<file path="src/rtl/pix_frame_ctrl.sv">
// Pixel frame capture controller: register bus, RUN/DONE sequencing,
// a small output buffer for processed pixels and a frame-done interrupt.
module pix_frame_ctrl #(
    parameter int unsigned FRAME_PIXELS = 1024,
    parameter int unsigned OBUF_DEPTH   = 4
) (
    input  logic        clk,
    input  logic        rstn,
    input  logic        bus_sel,
    input  logic [3:0]  bus_addr,
    input  logic [3:0]  bus_wstrb,
    input  logic [31:0] bus_wdata,
    output logic [31:0] bus_rdata,
    input  logic        proc_valid,
    input  logic [7:0]  proc_pixel,
    input  logic        proc_status,
    output logic        src_ready,
    output logic [1:0]  cfg_mode,
    output logic        irq_frame
);

    localparam int AW = (OBUF_DEPTH > 1) ? $clog2(OBUF_DEPTH) : 1;
    localparam int LW = AW + 1;
    localparam logic [15:0]   FRAME_CNT = 16'(FRAME_PIXELS);
    localparam logic [LW-1:0] DEPTH_L   = LW'(OBUF_DEPTH);

    typedef enum logic [1:0] {
        S_IDLE = 2'd0,
        S_RUN  = 2'd1,
        S_DONE = 2'd2
    } state_e;

    state_e        state_q, state_d;
    logic [15:0]   count_q, count_d;
    logic          done_q, done_d;
    logic          ovf_q, ovf_d;
    logic [1:0]    mode_q, mode_d;
    logic          irq_en_q, irq_en_d;
    logic          irq_q;
    logic [AW-1:0] wr_ptr_q, wr_ptr_d;
    logic [AW-1:0] rd_ptr_q, rd_ptr_d;
    logic [LW-1:0] level_q, level_d;
    logic [7:0]    mem_q [OBUF_DEPTH];

    logic          wr_en, rd_en;
    logic          ctrl_wr, stat_wr, data_rd;
    logic          full, empty;
    logic          pop, accept, push, drop;
    logic          flush;
    logic [15:0]   cnt_inc;
    logic [3:0]    lvl_nib;
    logic          unused_wdata;

    assign unused_wdata = ^bus_wdata[31:5];

    // Bus decode: any nonzero strobe marks a write.
    assign wr_en   = bus_sel & (|bus_wstrb);
    assign rd_en   = bus_sel & ~(|bus_wstrb);
    assign ctrl_wr = wr_en & (bus_addr == 4'h0);
    assign stat_wr = wr_en & (bus_addr == 4'h4);
    assign data_rd = rd_en & (bus_addr == 4'h8);

    assign full  = (level_q == DEPTH_L);
    assign empty = (level_q == '0);

    // A pop frees a slot in the same cycle, so a full-buffer push still lands.
    assign pop     = data_rd & ~empty;
    assign accept  = (state_q == S_RUN) & proc_valid & proc_status;
    assign push    = accept & (~full | pop);
    assign drop    = accept & full & ~pop;
    assign cnt_inc = count_q + 16'd1;

    assign src_ready = (state_q == S_RUN) & ~full;
    assign cfg_mode  = mode_q;
    assign irq_frame = irq_q;

    assign lvl_nib = (32'(level_q) > 32'd15) ? 4'hF : 4'(level_q);

    always_comb begin
        state_d  = state_q;
        count_d  = count_q;
        done_d   = done_q;
        ovf_d    = ovf_q;
        mode_d   = mode_q;
        irq_en_d = irq_en_q;
        flush    = 1'b0;

        if (stat_wr && bus_wdata[3]) begin
            ovf_d = 1'b0;
        end
        if (drop) begin
            ovf_d = 1'b1;
        end

        if (stat_wr && bus_wdata[2]) begin
            done_d = 1'b0;
            if (state_q == S_DONE) begin
                state_d = S_IDLE;
            end
        end

        if (accept) begin
            count_d = cnt_inc;
            if (cnt_inc == FRAME_CNT) begin
                state_d = S_DONE;
                done_d  = 1'b1;
            end
        end

        // Abort outranks a start carried in the same write.
        if (ctrl_wr) begin
            mode_d   = bus_wdata[3:2];
            irq_en_d = bus_wdata[4];
            if (bus_wdata[1]) begin
                if (state_q != S_IDLE) begin
                    state_d = S_IDLE;
                    flush   = 1'b1;
                end
            end else if (bus_wdata[0] && (state_q != S_RUN)) begin
                state_d = S_RUN;
                count_d = '0;
                done_d  = 1'b0;
            end
        end
    end

    always_comb begin
        wr_ptr_d = wr_ptr_q;
        rd_ptr_d = rd_ptr_q;
        level_d  = level_q;
        if (flush) begin
            wr_ptr_d = '0;
            rd_ptr_d = '0;
            level_d  = '0;
        end else begin
            if (push) begin
                wr_ptr_d = wr_ptr_q + AW'(1);
            end
            if (pop) begin
                rd_ptr_d = rd_ptr_q + AW'(1);
            end
            unique case ({push, pop})
                2'b10:   level_d = level_q + LW'(1);
                2'b01:   level_d = level_q - LW'(1);
                default: level_d = level_q;
            endcase
        end
    end

    always_comb begin
        bus_rdata = '0;
        if (bus_sel) begin
            unique case (bus_addr)
                4'h0: bus_rdata = {27'b0, irq_en_q, mode_q, 2'b00};
                4'h4: bus_rdata = {24'b0, lvl_nib, ovf_q, done_q,
                                   state_q};
                4'h8: begin
                    if (!empty) begin
                        bus_rdata = {23'b0, 1'b1, mem_q[rd_ptr_q]};
                    end
                end
                4'hC: bus_rdata = {16'b0, count_q};
                default: bus_rdata = '0;
            endcase
        end
    end

    always_ff @(posedge clk) begin
        if (!rstn) begin
            state_q  <= S_IDLE;
            count_q  <= '0;
            done_q   <= 1'b0;
            ovf_q    <= 1'b0;
            mode_q   <= 2'b00;
            irq_en_q <= 1'b0;
            irq_q    <= 1'b0;
            wr_ptr_q <= '0;
            rd_ptr_q <= '0;
            level_q  <= '0;
        end else begin
            state_q  <= state_d;
            count_q  <= count_d;
            done_q   <= done_d;
            ovf_q    <= ovf_d;
            mode_q   <= mode_d;
            irq_en_q <= irq_en_d;
            irq_q    <= done_d & irq_en_d;
            wr_ptr_q <= wr_ptr_d;
            rd_ptr_q <= rd_ptr_d;
            level_q  <= level_d;
        end
    end

    // Storage needs no reset: the level counter gates every read.
    always_ff @(posedge clk) begin
        if (push && !flush) begin
            mem_q[wr_ptr_q] <= proc_pixel;
        end
    end

endmodule

</file>
<file path="config.mk">
export PLATFORM = sky130hd
export DESIGN_NAME = pix_frame_ctrl
export DESIGN_NICKNAME = d
export VERILOG_FILES = /design/src/rtl/pix_frame_ctrl.sv
export SDC_FILE = /design/constraint.sdc
export NUM_CORES = 1
export LEC_CHECK = 0
export ABC_AREA = 1
export CELL_PAD_IN_SITES_DETAIL_PLACEMENT = 0
export CELL_PAD_IN_SITES_GLOBAL_PLACEMENT = 1
export CORE_MARGIN = 2
export CORE_UTILIZATION = 36
export CTS_BUF_LIST = sky130_fd_sc_hd__clkbuf_2
export CTS_CLUSTER_SIZE = 25
export DETAILED_ROUTE_END_ITERATION = 8
export PLACE_DENSITY_LB_ADDON = 0.12
export SYNTH_ARGS = -nofsm -noshare
export SYNTH_HDL_FRONTEND = slang
export SYNTH_SLANG_ARGS = --single-unit
</file>
<file path="constraint.sdc">
create_clock -name clk -period 2.1 [get_ports clk]
set_input_delay 0.21 -clock clk [delete_from_list [all_inputs] [get_ports clk]]
set_output_delay 0.21 -clock clk [all_outputs]
set_load 0.01 [all_outputs]
</file>
# Yosys cells after proc, flatten, opt, wreduce, memory -nomap -nowiden
# Memories as Yosys holds them, arrays and structs flattened. A register that Yosys moved wholly into a read port is not among the register bits.
# Index checks and enable logic that the tools add are counted.
# word_totals
reg_bits	31
latchBits	0
ram_bits	32
romBits	0
input_bits	53
word_cells	89
n_memories	1
# mem_list
memory	words	word_bits	rd	rd_clocked_by_memory_dff	write_ports	line_no	source
mem_q	4	8	1	1	1	43	logic [7:0] mem_q [OBUF_DEPTH];
# classes
addsub	5
multipliers	0
n_div	0
n_lt_le_gt_ge	0
n_eq_ne	10
n_shift	0
n_mux	32
n_bitwise	19
reduce_logical	12
# ops
op	count
$mux 16	5
$pmux 16 s4	1
$mux 2	10
$add 16x1->16 const B	1
$eq 16x11->1 const B	1
$mux 1	14
$and 1x1->1	13
$mux 9	1
$eq 4x4->1 const B	2
$pmux 3 s2	1
$reduce_bool 2->1	3
$not 1->1	5
$add 2x1->2 const B	2
$eq 2x1->1 const B	2
$eq 2x2->1 const B	2
$eq 4x3->1 const B	1
$logic_and 1x1->1	4
$logic_not 4->1	1
$reduce_or 4->1	1
$add 3x1->3 const B	1
$eq 3x3->1 const B	1
$logic_not 3->1	1
$sub 3x1->3 const B	1
$ne 2x1->1 const B	1
other kinds (3)	3

# Logic depth before layout (Yosys ltp)
# depth
ltp_word	11
depth_mapped	14
mapped_depth_nobuf	14

# Worst setup path before layout
# Ideal clock, no wire load.
# synth_path
kind	reg2reg
start	reg level_q[0]
end	reg level_q[2]
setup_time_ps	115
arrival_ps	1661
required_ps	1985
slack_ps	324
stages_incl_launch_ff	10
path_buffers	0
period_less_slack_ps	1776
cell_sequence	dfxtp_1 inv_1 nand3_1 nand2_1 nor3_4 nand2_1 fa_1 nand3b_1 a21oi_1 nor2_1
# synth_between
elab_chain_len	7
# synth_rtl
element	line_no	source
start, declared	42	logic [LW-1:0] level_q, level_d;
start signal, assigned	190	level_q <= level_d;
$logic_not 3->1	64	assign empty = (level_q == '0);
$not 1->1	67	assign pop = data_rd & ~empty;
$and 1x1->1	67	
$or 1x1->1	69	assign push = accept & (~full | pop);
$and 1x1->1	69	
$eq 2x1->1 / $eq 2x2->1 (equally long branches)	142	unique case ({push, pop})
$pmux 3 s2 / $reduce_bool 2->1 (equally long branches)	-	
# Parallel ways exist; a longest one is shown, timed or not.
# A chain may end at the register's enable or synchronous reset.

# Worst setup path after layout
# layout_path
start	reg level_q[1]
end	out bus_rdata[6]
# layout_between
elab_chain_len	4
# layout_rtl
element	line_no	source
$logic_not 3->1	64	
$mux 9	158	if (!empty) begin
$pmux 16 s4	153	unique case (bus_addr)
$mux 16	152	if (bus_sel) begin
end, declared	13	output logic [31:0] bus_rdata,
# No other way between the ends.

==> parameters.txt <==
Parameter                              Value

Layout
  Multi-input combinational cell area ... between 1500 and 2000 µm²
  Storage element area ... ~1600 µm²
  Post-route standard cell area excluding fillers ... 4450 µm²
  Filler cell count ... roughly 940
  Final std cells w/o fill ... ~630
  Net total in the final layout ... roughly 580
  Antenna cells ... 0
  Relative area change from synthesis to final layout ... 31.4%
  Ratio of cells with drive above 1 in the final layout ... about 22%

STA
  Clock tree skew after final layout ... between 0.02 and 0.03 ns
  Min cycle time layout ... approximately 2.0 ns
  Final Cycle Share ... between 90 and 100%
  Highest clock frequency the design can meet ... roughly 500 MHz
  Fin. Hold Viols ... 0
  Worst-case headroom to the max-slew limit ... roughly 62%
  Count of pins over their slew limit ... 0
  RSZ-0062 raised after global routing ... yes
  Final setup viols ... 0
  Pin slew with the least headroom to its limit ... ~0.57 ns

Global route
  Global route overflow ... 0
  Number of antenna violations at the first check in global routing ... 0
  Overall routing resource usage ... approximately a fifth
  Largest net degree at the start of global routing ... 23
  Number of global-route vias before repair ... ~3000
  Global-route wire length before repair ... around 15000 µm

Logic synthesis
  Sequential fraction of the synthesis area ... between 40% and 50%
  Post-synth EDFFs ... 32
  Synthesized flop and latch total ... 65
  Total standard cell area after synthesis ... 3390 µm²
  Average instance area after synthesis ... between 7 and 8 µm²
  Most common flop cell mapped by yosys ... sky130_fd_sc_hd__dfxtp_1
  Share of async-settable or async-resettable flops after synthesis ... 0%
  Unique cell type count in the Yosys netlist ... 37
  Synth warn ... 0
  Synthesized netlist cell count ... 426

Clock tree
  Num CTS Buffers ... 9
  Clock Tree Root ... sky130_fd_sc_hd__clkbuf_2
  Number of clock sinks ... 65
  CTS max path bufs ... 2
  Insertion delay to the later sink of the worst-skew pair ... between 0.4 and 0.5 ns
  Maximum level of the CTS H-tree ... 3
  TritonCTS clock tree ... built
  Reg clk slew, reported paths ... around 0.21 ns
  Cts hold-fix bufs ... 0

Die
  Standard-cell row count ... 35
  Placeable Area ... approximately 9000 µm²
  Full die area ... ~10000 µm²
  Width of the die ... around 100 µm
  Initial core utilization ... between 30% and 40%
  Io pins ... roughly 90
  Die height ... approximately 100 µm

Critical path
  Data required, critical path ... around 1.9 ns
  Worst Path Class, Setup ... register to primary output
  Data arrival time at the worst-slack endpoint ... ~1.8 ns
  Worst setup EP type ... primary output
  Maximum fanout along the worst path ... 5
  Sort of element at the start of the critical path ... register

Place
  Post-DP HPWL ... approximately 6800 µm
  Port Buffer Count ... 45
  Post-detailed-placement cell area ... about 4200 µm²
  Number of placed instances with taps included ... 609
  Placer's final routability congestion estimate ... 0.836

Route
  Number of vias per cell after detailed routing ... approximately 4.8
  Remaining antenna violation count ... 0
  Number of DRC violations after detailed-routing iteration 0 ... 98
  Wire length reported by the detailed router ... between 8000 and 9000 µm
  Vias ... around 3000
  DRT Pass-1 Iters ... 4
  DR WL/cell ... approximately 14 µm
  Number of remaining DRC errors ... 0

Min path
  Hold WC Path Type ... input port to register

Power
  Max VDD drop ... roughly 0.31 mV
  Leakage power summed over all cells ... about 1.8 nW
  Cell area power density ... approximately 540 nW/µm²

Run status
  Outcome ... complete, no violations

Flow run
  Number of violations of the max-capacitance limit ... 0
==> cells in the final DEF (no fill, tap or decap), types with 7 or more instances in the layout <==
master / netlist / final
sky130_fd_sc_hd__a21oi_1: 23 / 22
sky130_fd_sc_hd__buf_2: 1 / 7
sky130_fd_sc_hd__buf_4: 16 / 39
sky130_fd_sc_hd__clkbuf_2: 0 / 12
sky130_fd_sc_hd__clkdlybuf4s50_1: 0 / 26
sky130_fd_sc_hd__conb_1: 1 / 16
sky130_fd_sc_hd__dfxtp_1: 33 / 27
sky130_fd_sc_hd__dlygate4sd2_1: 0 / 8
sky130_fd_sc_hd__edfxtp_1: 32 / 32
sky130_fd_sc_hd__inv_1: 39 / 35
sky130_fd_sc_hd__inv_2: 8 / 10
sky130_fd_sc_hd__nand2_1: 91 / 90
sky130_fd_sc_hd__nand3_1: 14 / 14
sky130_fd_sc_hd__nor2_1: 71 / 66
sky130_fd_sc_hd__nor2_2: 4 / 9
sky130_fd_sc_hd__nor3_1: 9 / 8
sky130_fd_sc_hd__o21ai_0: 23 / 23
==> repair_timing <==
item / in CTS / in global routing
hold endpoints to repair: 0 / 0
endpoints found under the setup margin: 17 / 47
setup buffers: 6 / 1
gates cloned: 1 / 0
gates resized for setup: 56 / 24
pin swaps: 5 / 9
==> layout make-up <==
class | count | share of cell area [%]
Clock buffer | 10 | 1.12
Clock inverter | 6 | 2.05
Inverter | 47 | 4.08
Multi-Input combinational cell | 304 | 35.7
Sequential cell | 65 | 36.7
Tap cell | 111 | 3.12
Timing Repair Buffer | 90 | 17.2
==> power by group <==
group	total, mW	internal [mW]	switching (mW)
clock	0.910	0.407	0.503
combinational	0.141	0.0679	0.0732
sequential	1.33	1.33	0.00196
total	2.38	1.80	0.579
==> critical path, cell delays in order (launching register included) <==
cell	delay, ns
sky130_fd_sc_hd__dfxtp_2	0.38
sky130_fd_sc_hd__inv_1	0.07
sky130_fd_sc_hd__nand3_1	0.10
sky130_fd_sc_hd__nand2_1	0.10
sky130_fd_sc_hd__buf_4	0.11
sky130_fd_sc_hd__inv_2	0.05
sky130_fd_sc_hd__buf_6	0.12
sky130_fd_sc_hd__a21oi_1	0.18
sky130_fd_sc_hd__nor2_1	0.05
sky130_fd_sc_hd__buf_2	0.14
==> metrics by stage <==
stage | total power [mW] | setup WS [ns] | hold WS (ns) | utilization [%] | TNS (ns)
2_1_floorplan | 1.43 | 0.324 | 0.309 | - | 0
3_3_place_gp | 1.49 | -0.359 | 0.460 | 45.2 | -13.99
3_5_place_dp | 1.49 | -0.425 | 0.469 | 45.2 | -16.54
4_1_cts | 2.40 | -0.121 | 0.301 | 48.0 | -0.564
5_1_grt | 2.46 | -0.0469 | 0.300 | 48.4 | -0.102
6_report | 2.38 | 0.0826 | 0.342 | 48.4 | 0
==> routing by layer <==
metal | vias up | routed length [µm] | GRT usage [%]
li1 | 1572 | - | -
met1 | 1413 | 4230 | 25.2
met2 | 63 | 4380 | 31.4
met3 | 8 | 280 | 2.77
met4 | 0 | 89 | 6.03
met5 | - | 0 | 0
==> cells in the mapped netlist, types with 2 or more instances <==
| master | instances | area [µm²] |
|---|---|---|
| sky130_fd_sc_hd__o32ai_1 | 8 | 70.1 |
| sky130_fd_sc_hd__inv_2 | 8 | 30.0 |
| sky130_fd_sc_hd__dfxtp_1 | 33 | 661 |
| sky130_fd_sc_hd__a31oi_1 | 2 | 12.5 |
| sky130_fd_sc_hd__nand2_1 | 91 | 342 |
| sky130_fd_sc_hd__nor3_1 | 9 | 45.0 |
| sky130_fd_sc_hd__xor2_1 | 2 | 17.5 |
| sky130_fd_sc_hd__o21ai_1 | 2 | 10.0 |
| sky130_fd_sc_hd__ha_1 | 5 | 62.6 |
| sky130_fd_sc_hd__nand3_1 | 14 | 70.1 |
| sky130_fd_sc_hd__inv_1 | 39 | 146 |
| sky130_fd_sc_hd__and3_1 | 2 | 12.5 |
| sky130_fd_sc_hd__nor2_2 | 4 | 25.0 |
| sky130_fd_sc_hd__buf_4 | 16 | 120 |
| sky130_fd_sc_hd__a41oi_1 | 3 | 26.3 |
| sky130_fd_sc_hd__edfxtp_1 | 32 | 961 |
| sky130_fd_sc_hd__buf_1 | 2 | 7.51 |
| sky130_fd_sc_hd__nor3_2 | 3 | 30.0 |
| sky130_fd_sc_hd__nand4_1 | 4 | 25.0 |
| sky130_fd_sc_hd__nand3b_1 | 3 | 22.5 |
| sky130_fd_sc_hd__a21oi_1 | 23 | 115 |
| sky130_fd_sc_hd__o21ai_0 | 23 | 115 |
| sky130_fd_sc_hd__o22ai_1 | 4 | 25.0 |
| sky130_fd_sc_hd__nor2_1 | 71 | 267 |
| sky130_fd_sc_hd__a211oi_1 | 4 | 30.0 |
| sky130_fd_sc_hd__nand2_2 | 3 | 18.8 |
| sky130_fd_sc_hd__clkbuf_1 | 6 | 22.5 |
==> registers in the layout, indices dropped and copies added, names as in the netlist, named ones only <==
name,cells
wr_ptr_q,2
count_q,16
rd_ptr_q,2
irq_en_q,1
state_q,2
mem_q,32
ovf_q,1
level_q,3
irq_frame,1
cfg_mode,2
done_q,1
==> kinds of logic after synthesis <==
group	Yosys count	share of synthesized area (%)
AOI/OAI and AO/OA	73	12.9
DFF	65	47.9
other	1	0.111
adders and majority gates	6	2.44
xor gates and xnor gates	2	0.517
buffers and inverters	72	9.79
and+or+nand+nor	207	26.4
==> worst paths after layout <==
check                  to           from  slack (ns)  cells past startpoint
max          bus_rdata[6]     level_q[1]        0.08                      9
min           mem_q[3][2]  proc_pixel[2]        0.34                      1
max reg2reg   mem_q[0][6]     state_q[1]        0.17                      7
min reg2reg         ovf_q          ovf_q        0.49                      2
(Power assumes the default switching activity.)
